==> src/rtl/rv_inst_encoder.sv <==
// ---------------------------------------------------------------------------
// rv_inst_encoder
//
// Streaming RV32I instruction encoder. The inverse of the core's decoder: it
// takes instruction descriptors (format kind, opcode, funct fields, register
// indices, full 32-bit immediate) and packs each one into a 32-bit RV32I word.
// The words go out on an instruction-memory write stream whose address starts
// at base_addr and advances by 4 for every word written. It is used to fill
// instruction memory before the core leaves reset.
//
// Optional feature macro: ENCODER_IMM_CHECK_EN
//   defined   -> immediates that do not fit their format are rejected
//   undefined -> out-of-range immediate bits are silently truncated; only an
//                invalid kind (6/7) is rejected
//
// Parameters
//   ADDR_W  width of the write address and base address (default 32)
//   CNT_W   width of the descriptor count and error counter (default 16)
//
// Ports
//   clk, rst          clock, synchronous active-high reset
//   start             pulse; latches base_addr/count and begins a run (IDLE only)
//   base_addr, count  first byte address and number of descriptors in the run
//   in_valid/in_ready descriptor handshake
//   in_kind           0=R 1=I 2=S 3=B 4=U 5=J, 6/7 invalid
//   in_opcode, in_funct3, in_funct7, in_rd, in_rs1, in_rs2, in_imm
//                     descriptor fields (in_imm is the unshifted byte offset)
//   out_valid/out_ready write-stream handshake
//   out_addr, out_data address and encoded word held in the output register
//   busy              high while the run is in progress (state != IDLE)
//   done              one-cycle pulse at the end of a run
//   err, err_cnt      sticky reject flag and saturating reject count for the run
//   state_dbg         current FSM state (IDLE=0, RUN=1, DRAIN=2)
//
// Handshake rule (both streams): a transfer happens on a rising clk edge where
// valid && ready are both high. A valid source keeps its payload stable until
// that transfer. in_ready is combinational on out_ready so that accept and
// output handshakes may land in the same cycle (one word per cycle).
// ---------------------------------------------------------------------------
module rv_inst_encoder #(
  parameter int ADDR_W = 32,
  parameter int CNT_W  = 16
) (
  input  logic              clk,
  input  logic              rst,
  input  logic              start,
  input  logic [ADDR_W-1:0] base_addr,
  input  logic [CNT_W-1:0]  count,
  input  logic              in_valid,
  output logic              in_ready,
  input  logic [2:0]        in_kind,
  input  logic [6:0]        in_opcode,
  input  logic [2:0]        in_funct3,
  input  logic [6:0]        in_funct7,
  input  logic [4:0]        in_rd,
  input  logic [4:0]        in_rs1,
  input  logic [4:0]        in_rs2,
  input  logic [31:0]       in_imm,
  output logic              out_valid,
  input  logic              out_ready,
  output logic [ADDR_W-1:0] out_addr,
  output logic [31:0]       out_data,
  output logic              busy,
  output logic              done,
  output logic              err,
  output logic [CNT_W-1:0]  err_cnt,
  output logic [1:0]        state_dbg
);

  typedef enum logic [1:0] {
    IDLE  = 2'd0,
    RUN   = 2'd1,
    DRAIN = 2'd2
  } state_t;

  localparam logic [2:0] KIND_R = 3'd0;
  localparam logic [2:0] KIND_I = 3'd1;
  localparam logic [2:0] KIND_S = 3'd2;
  localparam logic [2:0] KIND_B = 3'd3;
  localparam logic [2:0] KIND_U = 3'd4;
  localparam logic [2:0] KIND_J = 3'd5;

  state_t             state;
  logic [ADDR_W-1:0]  addr;       // address the next written word will use
  logic [CNT_W-1:0]   remaining;  // descriptors still to accept this run

  logic               accept;
  logic               out_fire;
  logic               kind_ok;
  logic               imm_ok;
  logic               desc_ok;
  logic [31:0]        enc_word;

  // -------------------------------------------------------------------------
  // Format packing. Immediate bits that do not belong to a format are simply
  // not selected, which is the truncation behaviour of the default build.
  // -------------------------------------------------------------------------
  function automatic logic [31:0] encode(
    input logic [2:0]  kind,
    input logic [6:0]  op,
    input logic [2:0]  f3,
    input logic [6:0]  f7,
    input logic [4:0]  rd,
    input logic [4:0]  rs1,
    input logic [4:0]  rs2,
    input logic [31:0] imm
  );
    logic [31:0] w;
    w = 32'd0;
    case (kind)
      KIND_R: w = {f7, rs2, rs1, f3, rd, op};
      KIND_I: w = {imm[11:0], rs1, f3, rd, op};
      KIND_S: w = {imm[11:5], rs2, rs1, f3, imm[4:0], op};
      KIND_B: w = {imm[12], imm[10:5], rs2, rs1, f3, imm[4:1], imm[11], op};
      KIND_U: w = {imm[31:12], rd, op};
      KIND_J: w = {imm[20], imm[10:1], imm[11], imm[19:12], rd, op};
      default: w = 32'd0;
    endcase
    return w;
  endfunction

`ifdef ENCODER_IMM_CHECK_EN
  // An immediate fits when every bit above the format's top bit equals that
  // top bit (i.e. it is the sign extension of the encodable field). Branch
  // and jump offsets must also be halfword aligned; U needs zero low bits.
  function automatic logic imm_fits(input logic [2:0] kind, input logic [31:0] imm);
    logic ok;
    ok = 1'b1;
    case (kind)
      KIND_I, KIND_S: ok = (imm[31:11] == {21{imm[11]}});
      KIND_B:         ok = !imm[0] && (imm[31:12] == {20{imm[12]}});
      KIND_J:         ok = !imm[0] && (imm[31:20] == {12{imm[20]}});
      KIND_U:         ok = (imm[11:0] == 12'd0);
      default:        ok = 1'b1;
    endcase
    return ok;
  endfunction

  assign imm_ok = imm_fits(in_kind, in_imm);
`else
  assign imm_ok = 1'b1;
`endif

  assign kind_ok  = (in_kind <= KIND_J);
  assign desc_ok  = kind_ok && imm_ok;
  assign enc_word = encode(in_kind, in_opcode, in_funct3, in_funct7,
                           in_rd, in_rs1, in_rs2, in_imm);

  // Accept only while descriptors remain and the output register is free or
  // is being emptied in this same cycle.
  assign in_ready  = (state == RUN) && (remaining != '0) && (!out_valid || out_ready);
  assign accept    = in_valid && in_ready;
  assign out_fire  = out_valid && out_ready;
  assign busy      = (state != IDLE);
  assign state_dbg = state;

  // -------------------------------------------------------------------------
  // Control FSM and output register
  // -------------------------------------------------------------------------
  always_ff @(posedge clk) begin
    if (rst) begin
      state     <= IDLE;
      addr      <= '0;
      remaining <= '0;
      out_valid <= 1'b0;
      out_addr  <= '0;
      out_data  <= 32'd0;
      done      <= 1'b0;
      err       <= 1'b0;
      err_cnt   <= '0;
    end else begin
      done <= 1'b0;

      // Emptying the register; a same-cycle load below overrides this.
      if (out_fire) begin
        out_valid <= 1'b0;
      end

      case (state)
        IDLE: begin
          if (start) begin
            addr      <= base_addr;
            remaining <= count;
            err       <= 1'b0;
            err_cnt   <= '0;
            // An empty run completes immediately without visiting RUN.
            if (count == '0) begin
              done <= 1'b1;
            end else begin
              state <= RUN;
            end
          end
        end

        RUN: begin
          if (accept) begin
            remaining <= remaining - CNT_W'(1);
            if (remaining == CNT_W'(1)) begin
              state <= DRAIN;
            end
            if (desc_ok) begin
              out_valid <= 1'b1;
              out_data  <= enc_word;
              out_addr  <= addr;
              addr      <= addr + ADDR_W'(4);
            end else begin
              // Rejected descriptors are consumed but leave no word and no
              // address gap behind them.
              err <= 1'b1;
              if (err_cnt != '1) begin
                err_cnt <= err_cnt + CNT_W'(1);
              end
            end
          end
        end

        DRAIN: begin
          // Finish once the last word (if any) has left the register.
          if (!out_valid || out_ready) begin
            state <= IDLE;
            done  <= 1'b1;
          end
        end

        default: state <= IDLE;
      endcase
    end
  end

endmodule

==> config.mk <==
export PLATFORM = sky130hd
export DESIGN_NAME = rv_inst_encoder
export DESIGN_NICKNAME = d
export VERILOG_FILES = /design/src/rtl/rv_inst_encoder.sv
export SDC_FILE = /design/constraint.sdc
export NUM_CORES = 1
export LEC_CHECK = 0
export ABC_AREA = 1
export CAP_MARGIN = 0
export CORE_MARGIN = 5
export CORE_UTILIZATION = 45
export DETAILED_ROUTE_END_ITERATION = 10
export GPL_TIMING_DRIVEN = 0
export PLACE_DENSITY = 0.8
export SETUP_SLACK_MARGIN = 0.05
export SLEW_MARGIN = 25
export SYNTH_ARGS = -nofsm -noshare
export SYNTH_HDL_FRONTEND = slang
export SYNTH_SLANG_ARGS = --single-unit
==> constraint.sdc <==
create_clock -name clk -period 5.5 [get_ports clk]
set_clock_uncertainty 0.15 [all_clocks]
set_input_delay 0.825 -clock clk [delete_from_list [all_inputs] [get_ports clk]]
set_output_delay 0.825 -clock clk [all_outputs]
set_load 0.01 [all_outputs]
Word-level counts from Yosys, hierarchy flattened --
Cells that the tools add are included.
Storage, ports and cells: register bits after elaboration 133, bits of input ports 120, output and inout bits 87, word-level logic and storage cells 79
Operators by class: add/subtract/negate cells 3, magnitude comparators 1, equal/unequal tests 17, muxes and demuxes 31, reductions and logical operators 18
Operator list (number):
- $pmux 32 s6 | 1
- $mux 16 | 6
- $mux 32 | 3
- $pmux 16 s2 | 2
- $pmux 32 s2 | 1
- $add 32x3->32 const B | 1
- $add 16x1->16 const B | 1
- $eq 16x1->1 const B | 1
- $logic_not 16->1 | 1
- $ne 16x16->1 const B | 1
- $reduce_bool 16->1 | 1
- $sub 16x1->16 const B | 1
- $ne 2x2->1 const B | 6
- $mux 1 | 10
- $mux 2 | 5
- $reduce_and 5->1 | 2
- $reduce_and 4->1 | 2
- $eq 3x2->1 const B | 2
- $eq 3x3->1 const B | 2
- $pmux 2 s3 | 1
- $reduce_and 3->1 | 2
- $logic_and 1x1->1 | 4
- $ne 2x1->1 const B | 2
- $pmux 1 s2 | 2
- other kinds (9) | 10

Longest topological paths before layout --
Gate-level depths: netlist (run 1).
word-level depth 6, gate-level depth with buffers 13, gate-level depth less buffers 12

Least setup slack after synthesis (run 1) --
No wires, ideal clock.
kind input port to output port, start point input port out_ready, end point output port in_ready, data arrival time 1298 ps, required time 4525 ps, setup slack 3227 ps, stages on the path 3, path buffers 0, cell sequence nor2_1 -> nor2_2 -> a21boi_0
On the way: longest elaborated chain between the ends 2
RTL lines:
- from (decl) | RTL line 60 | input logic out_ready,
- $logic_or 1x1->1 | RTL line 151 | assign in_ready = (state == RUN) && (remaining != '0) && (!out_valid || out_ready);
- $logic_and 1x1->1 | RTL line 151
- to (decl) | RTL line 50 | output logic in_ready,
No other way between the ends.

Final worst setup path (run 1) --
Ends and elaborated chain as after synthesis.

==> results of run 1 <==
[metrics by stage]
stage,power (mW),instance area [µm²],hold slack [ps],cells
after floorplan,2.56,7510,280,1235
after global placement,3.23,9820,298,1659
after detailed placement,3.27,9820,303,1659
after CTS,4.57,10500,310,1691
after global routing,4.89,10500,339,1691
final,4.58,10500,311,1691
[synth_stat cells, types with 6 or more instances]
master      n  area share (%)
xor2_1     10             1.2
a21oi_1    76             5.1
nand3_1    78             5.2
nand4_1    13             1.1
dfxtp_1   133              35
nor2_1    253              13
o21ai_0    99             6.6
buf_2      21             1.4
nor2_2      6            0.50
inv_1      83             4.2
nand2_1   377              19
clkbuf_1   24             1.2
[worst max path at each step]
stage	slack, ps	to	startpoint	depth (start not counted)
2_1_floorplan	3230	in_ready	out_ready	3
3_3_place_gp	2240	in_ready	out_ready	5
3_5_place_dp	2260	in_ready	out_ready	5
4_1_cts	2250	in_ready	out_ready	5
5_1_grt	2140	in_ready	out_ready	5
6_report	2290	in_ready	out_ready	5
[flip-flops by register name, indices dropped and copies added, names as in the netlist]
name and flops:
remaining 16, done 1, err 1, out_data 32, out_addr 32, out_valid 1, addr 32, state_dbg 2
err_cnt 16
[cell usage in the layout, fill, tap and decap left out, types with 3 or more instances in the layout]
cell,count
nand3b_1,3
clkinv_4,3
a31oi_1,3
nand4_1,13
or2_2,3
bufinv_16,5
nor2_1,253
buf_6,5
o21bai_1,3
buf_4,4
buf_2,21
xnor2_1,4
nand3_1,78
clkdlybuf4s50_1,204
ha_1,5
mux2i_1,3
xor2_1,10
a21oi_1,76
nor2_2,6
clkbuf_1,24
o21ai_0,99
dfxtp_1,133
a22o_1,3
o211ai_1,4
nand2_2,3
clkbuf_16,17
inv_1,83
inv_6,4
nand2_1,377
[power by group through the flow]
stage,combinational (mW),clock [mW],sequential (mW)
floorplan,1.15,0,1.41
global placement,1.82,0,1.41
detailed placement,1.85,0,1.41
CTS,1.87,1.30,1.40
global route,2.10,1.35,1.43
finish,1.89,1.29,1.40
[cell type report]
type | instances | area [µm²]
buffer | 55 | 285
inverter | 87 | 327
multi-input combinational | 960 | 4230
fill | 1548 | 5970
tap | 220 | 275
clock buffer | 19 | 453
clock inverter | 13 | 219
timing repair buffer | 204 | 2040
sequential | 133 | 2660
[worst min-delay path: stages (launching register included)]
cell	delay (ps)
dfxtp_1	300
inv_1	60
a21oi_1	60
[cell families (layout without fill, tap and decap cells)]
group / Yosys count / count (layout) / share of synthesized area [%]
AOI/OAI and AO/OA: 193 / 193 / 13.5
xor gates and xnor gates: 14 / 14 / 1.63
adders and majority gates: 5 / 5 / 0.833
buffers and inverters: 142 / 378 / 8.15
DFF: 133 / 133 / 35.5
muxes: 3 / 3 / 0.400
and+or+nand+nor: 745 / 745 / 40.1
[per-layer routing]
layer	share of wire (%)	up-vias	track usage [%]
met3	10	45	8.07
met2	47	384	44.9
met4	2.3	0	8.91
li1	-	4368	-
met1	41	4005	32.2
met5	0	-	0
==> qor.yml, run 1 <==
finalNetCount: 1583
cp.required_ps: 4530
crit_chain: "clkdlybuf4s50_1 -> nor2_1 -> nor2_2 -> a21boi_0 -> clkdlybuf4s50_1"
clkTransAtPathRegs_ps: 60
cts_hold_buf: 0
slowest_stage: "clkdlybuf4s50_1"
run_status: "completed"
port_buffers: 204
min_period_ps: 3210
worst_pin_slew_ps: 827
place_congestion: 0.984
antenna_found_initial: 0
grt_max_degree: 17
hpwlAfterDp_um: 20200
drt_iter0_markers: 566
cts_setup_buffers: 0
synth_nets: 1360
reg2reg_depth: 10
dp_slack_ps: 2260
yosysWarnings: 0
grt_overflow: 0
hold_viol: 0
holdCritPathClass: "reg2reg"
fmax_mhz: 311
synth_edf_count: 0
cts_root_buf: "clkbuf_16"
maxCapViolCount: 0
syn_inst: 1235
clkSinkCount: 133
grt_use_total_pct: 26.5
num_vias: 8802
syn_area_per_cell_um2: 6.08
relSlewSlack_pct: 44.9
numCtsBuffers: 17
p_seq_share_pct: 30.6
drc: 0
setup_tns_ps: 0
path_class: "in2out"
slowest_delay_ps: 570
drt_pre_antenna_iters: 6
cp_top_family: "buffers and inverters"
p_comb_share_pct: 41.2
clkPwrFrac_pct: 28.2
fp.dieArea_um2: 19400
hold_end: "out_addr[1]$_SDFFE_PP0P_"
core-area_um2: 16500
synth.distinct_cells: 37
power_density_nw_per_um2: 436
ir_drop_uv: 295
fin_util_pct: 63.7
critPathLaunchType: "input port"
synth-seq-cells: 133
async_reset_ff_share_pct: 0
crit_fanout: 3
whs_path_depth: 2
cp_num_buf_inv: 2
p_leak_nw: 4.43
postRouteAntennaNets: 0
grt_first_pass_wirelength_um: 41900
wl_per_cell_um: 15.6
p_int_mw: 2.77
cts_max_level: 4
worst_slack_ps: 2290
grt_pass1_vias: 8347
die_x_um: 139
clock_latency_ps: 420
r2r_slack_ps: 3150
vias_per_cell: 5.21
syn_to_final_growth_pct: 39.8
routed_wl_um: 26400
cts_tree: "built"
end_kind: "output port"
row_count: 47
cts_resized: 0
io_pins: 207
netSwitchingPower_mw: 1.81
swShare_pct: 39.5
max-clock-path-buffers: 2
ys_seq_area_share_pct: 35.5
antenna-diode-count: 0
worstHoldStart: "addr[1]$_SDFFE_PP0P_"
slew_violations: 0
layout-drive-gt1-share_pct: 5.44
cpMostUsedCell: "clkdlybuf4s50_1"
crit-reg2reg-launch: "remaining[0]$_SDFFE_PP0P_"
dominantRegCellSynth: "dfxtp_1"
die_y_um: 139
start_util_pct: 45.6
fin_crit_sh_pct: 58.4
grt_setup_unrepaired: "no"
setup_viol: 0
crit_arrival_ps: 2240
reg2reg_to: "out_addr[28]$_SDFFE_PP0P_"
synth_area_um2: 7510
Note: power is estimated with default switching activity, not from simulation.
==> run 2: changes to the inputs <==
- clock period: 5.5 -> 3.05 ns (I/O delays scaled with it)
==> results of run 2 <==
The final DEF is identical to that of run 1. Status: completed.
Among the figures that moved: setup slack after placement 2260 ps -> 418 ps; setup slack after layout 2290 ps -> 483 ps; start point of the critical path out_ready -> state_dbg[1]$_SDFFE_PP0P_; register-to-register setup slack 3150 ps -> 700 ps; total power 4.58 mW -> 8.26 mW; worst IR drop on VDD 295 µV -> 532 µV
==> run 3: changes to the inputs <==
- clock period: 3.05 -> 2.65 ns (I/O delays scaled with it)
==> run 3 against run 2 <==
First-iteration DRC count increased by 3.2%; register-to-register slack got worse by 410 ps; largest cell class unchanged; non-clock buffer count stayed put; global-route usage unchanged; flip-flop and latch count unchanged; sequential power increased by 15%; worst hold slack worse by 28 ps; cell count unchanged; critical path type is now reg2reg.
==> qor.yml, run 3 (synthesized netlist as in run 1, its figures left out) <==
cp.required_ps: 2780
cts_resized: 0
layout-drive-gt1-share_pct: 5.44
crit_arrival_ps: 2490
ir_drop_uv: 614
setup_viol: 0
grt_max_degree: 17
postRouteAntennaNets: 0
routed_wl_um: 26400
slowest_delay_ps: 470
end_kind: "register"
maxCapViolCount: 0
worst_pin_slew_ps: 830
io_pins: 207
fin_util_pct: 63.8
min_period_ps: 2360
slew_violations: 0
cts_hold_buf: 0
critPathLaunchType: "register"
cpMostUsedCell: "inv_1"
die_x_um: 139
hold_viol: 0
relSlewSlack_pct: 44.7
cp_num_buf_inv: 4
p_int_mw: 5.75
row_count: 47
cts_root_buf: "clkbuf_16"
fin_crit_sh_pct: 89.1
run_status: "completed"
grt_overflow: 0
stdcell_area_um2: 10500
setup_tns_ps: 0
layout_commonest_cell: "nand2_1"
start_util_pct: 45.6
netSwitchingPower_mw: 3.76
antenna_found_initial: 0
path_class: "reg2reg"
drt_pre_antenna_iters: 6
cts_max_level: 4
antenna-diode-count: 0
clock_latency_ps: 420
grt_use_total_pct: 26.5
port_buffers: 204
fin_cells: 1691
cp_top_family: "buffers and inverters"
whs_ps: 283
grt_setup_unrepaired: "no"
fp.dieArea_um2: 19400
drc: 0
max-clock-path-buffers: 2
largest_registers: "addr x32, out_addr x32, out_data x32"
numCtsBuffers: 17
swShare_pct: 39.5
hpwlAfterDp_um: 20200
dp_slack_ps: 77.9
die_y_um: 139
clkPwrFrac_pct: 28.2
slowest_stage: "clkbuf_1"
placed_area_um2: 9820
drt_iter0_markers: 584
cts_tree: "built"
grt_first_pass_wirelength_um: 41900
crit_chain: "inv_1 -> ha_1 -> inv_1 -> nor2_2 -> nand2_2 -> nand3_2 -> nor2_1 -> buf_4 -> clkbuf_1 -> a21oi_1"
crit_fanout: 10
syn_to_final_growth_pct: 39.8
p_leak_nw: 4.44
p_comb_share_pct: 41.2
holdCritPathClass: "in2reg"
power.total_mw: 9.51
wl_per_cell_um: 15.6
num_vias: 8769
vias_per_cell: 5.19
finalNetCount: 1583
p_seq_share_pct: 30.6
power_density_nw_per_um2: 906
core-area_um2: 16500
worst_slack_ps: 290
place_congestion: 0.984
grt_pass1_vias: 8347
clkTransAtPathRegs_ps: 60
clkSinkCount: 133
cts_setup_buffers: 0
fmax_mhz: 424
dp_cells: 1659
final_cell_mix: "nand2_1, nor2_1, clkdlybuf4s50_1, dfxtp_1, o21ai_0"
run 3: cell count changes in the layout (fill, tap and decap cells not counted):
cell             delta
a21boi_0            -1
a21boi_1            +1
clkdlybuf4s50_1     -1
dlymetal6s2s_1      +1
run 3: layout make-up:
cell class	count	area (µm²)
Fill cell	1547	5970
Multi-Input combinational cell	960	4230
Sequential cell	133	2660
Timing Repair Buffer	204	2040
Clock buffer	19	453
Inverter	87	327
Buffer	55	285
Tap cell	220	275
Clock inverter	13	219
run 3: worst paths after layout:
check	start	endpoint	slack [ps]	cells after the start
worst min register to register	addr[1]$_SDFFE_PP0P_	out_addr[1]$_SDFFE_PP0P_	310	2
worst max register to register	remaining[0]$_SDFFE_PP0P_	out_addr[28]$_SDFFE_PP0P_	290	10
worst min-delay path	rst	remaining[13]$_SDFFE_PP0P_	280	2
worst max-delay path	remaining[0]$_SDFFE_PP0P_	out_addr[28]$_SDFFE_PP0P_	290	10
run 3: routing by layer:
metal	GRT usage, %	vias up	share of wire (%)
li1	-	4368	-
met1	32.2	3975	41
met2	44.9	385	47
met3	8.07	41	10
met4	8.91	0	2.2
met5	0	-	0
run 3: power groups by stage:
stage,registers (mW),logic (mW),clock network (mW)
2_1_floorplan,2.93,2.38,0
3_3_place_gp,2.92,3.78,0
3_5_place_dp,2.93,3.85,0
4_1_cts,2.90,3.89,2.70
5_1_grt,2.98,4.36,2.80
6_report,2.91,3.92,2.68
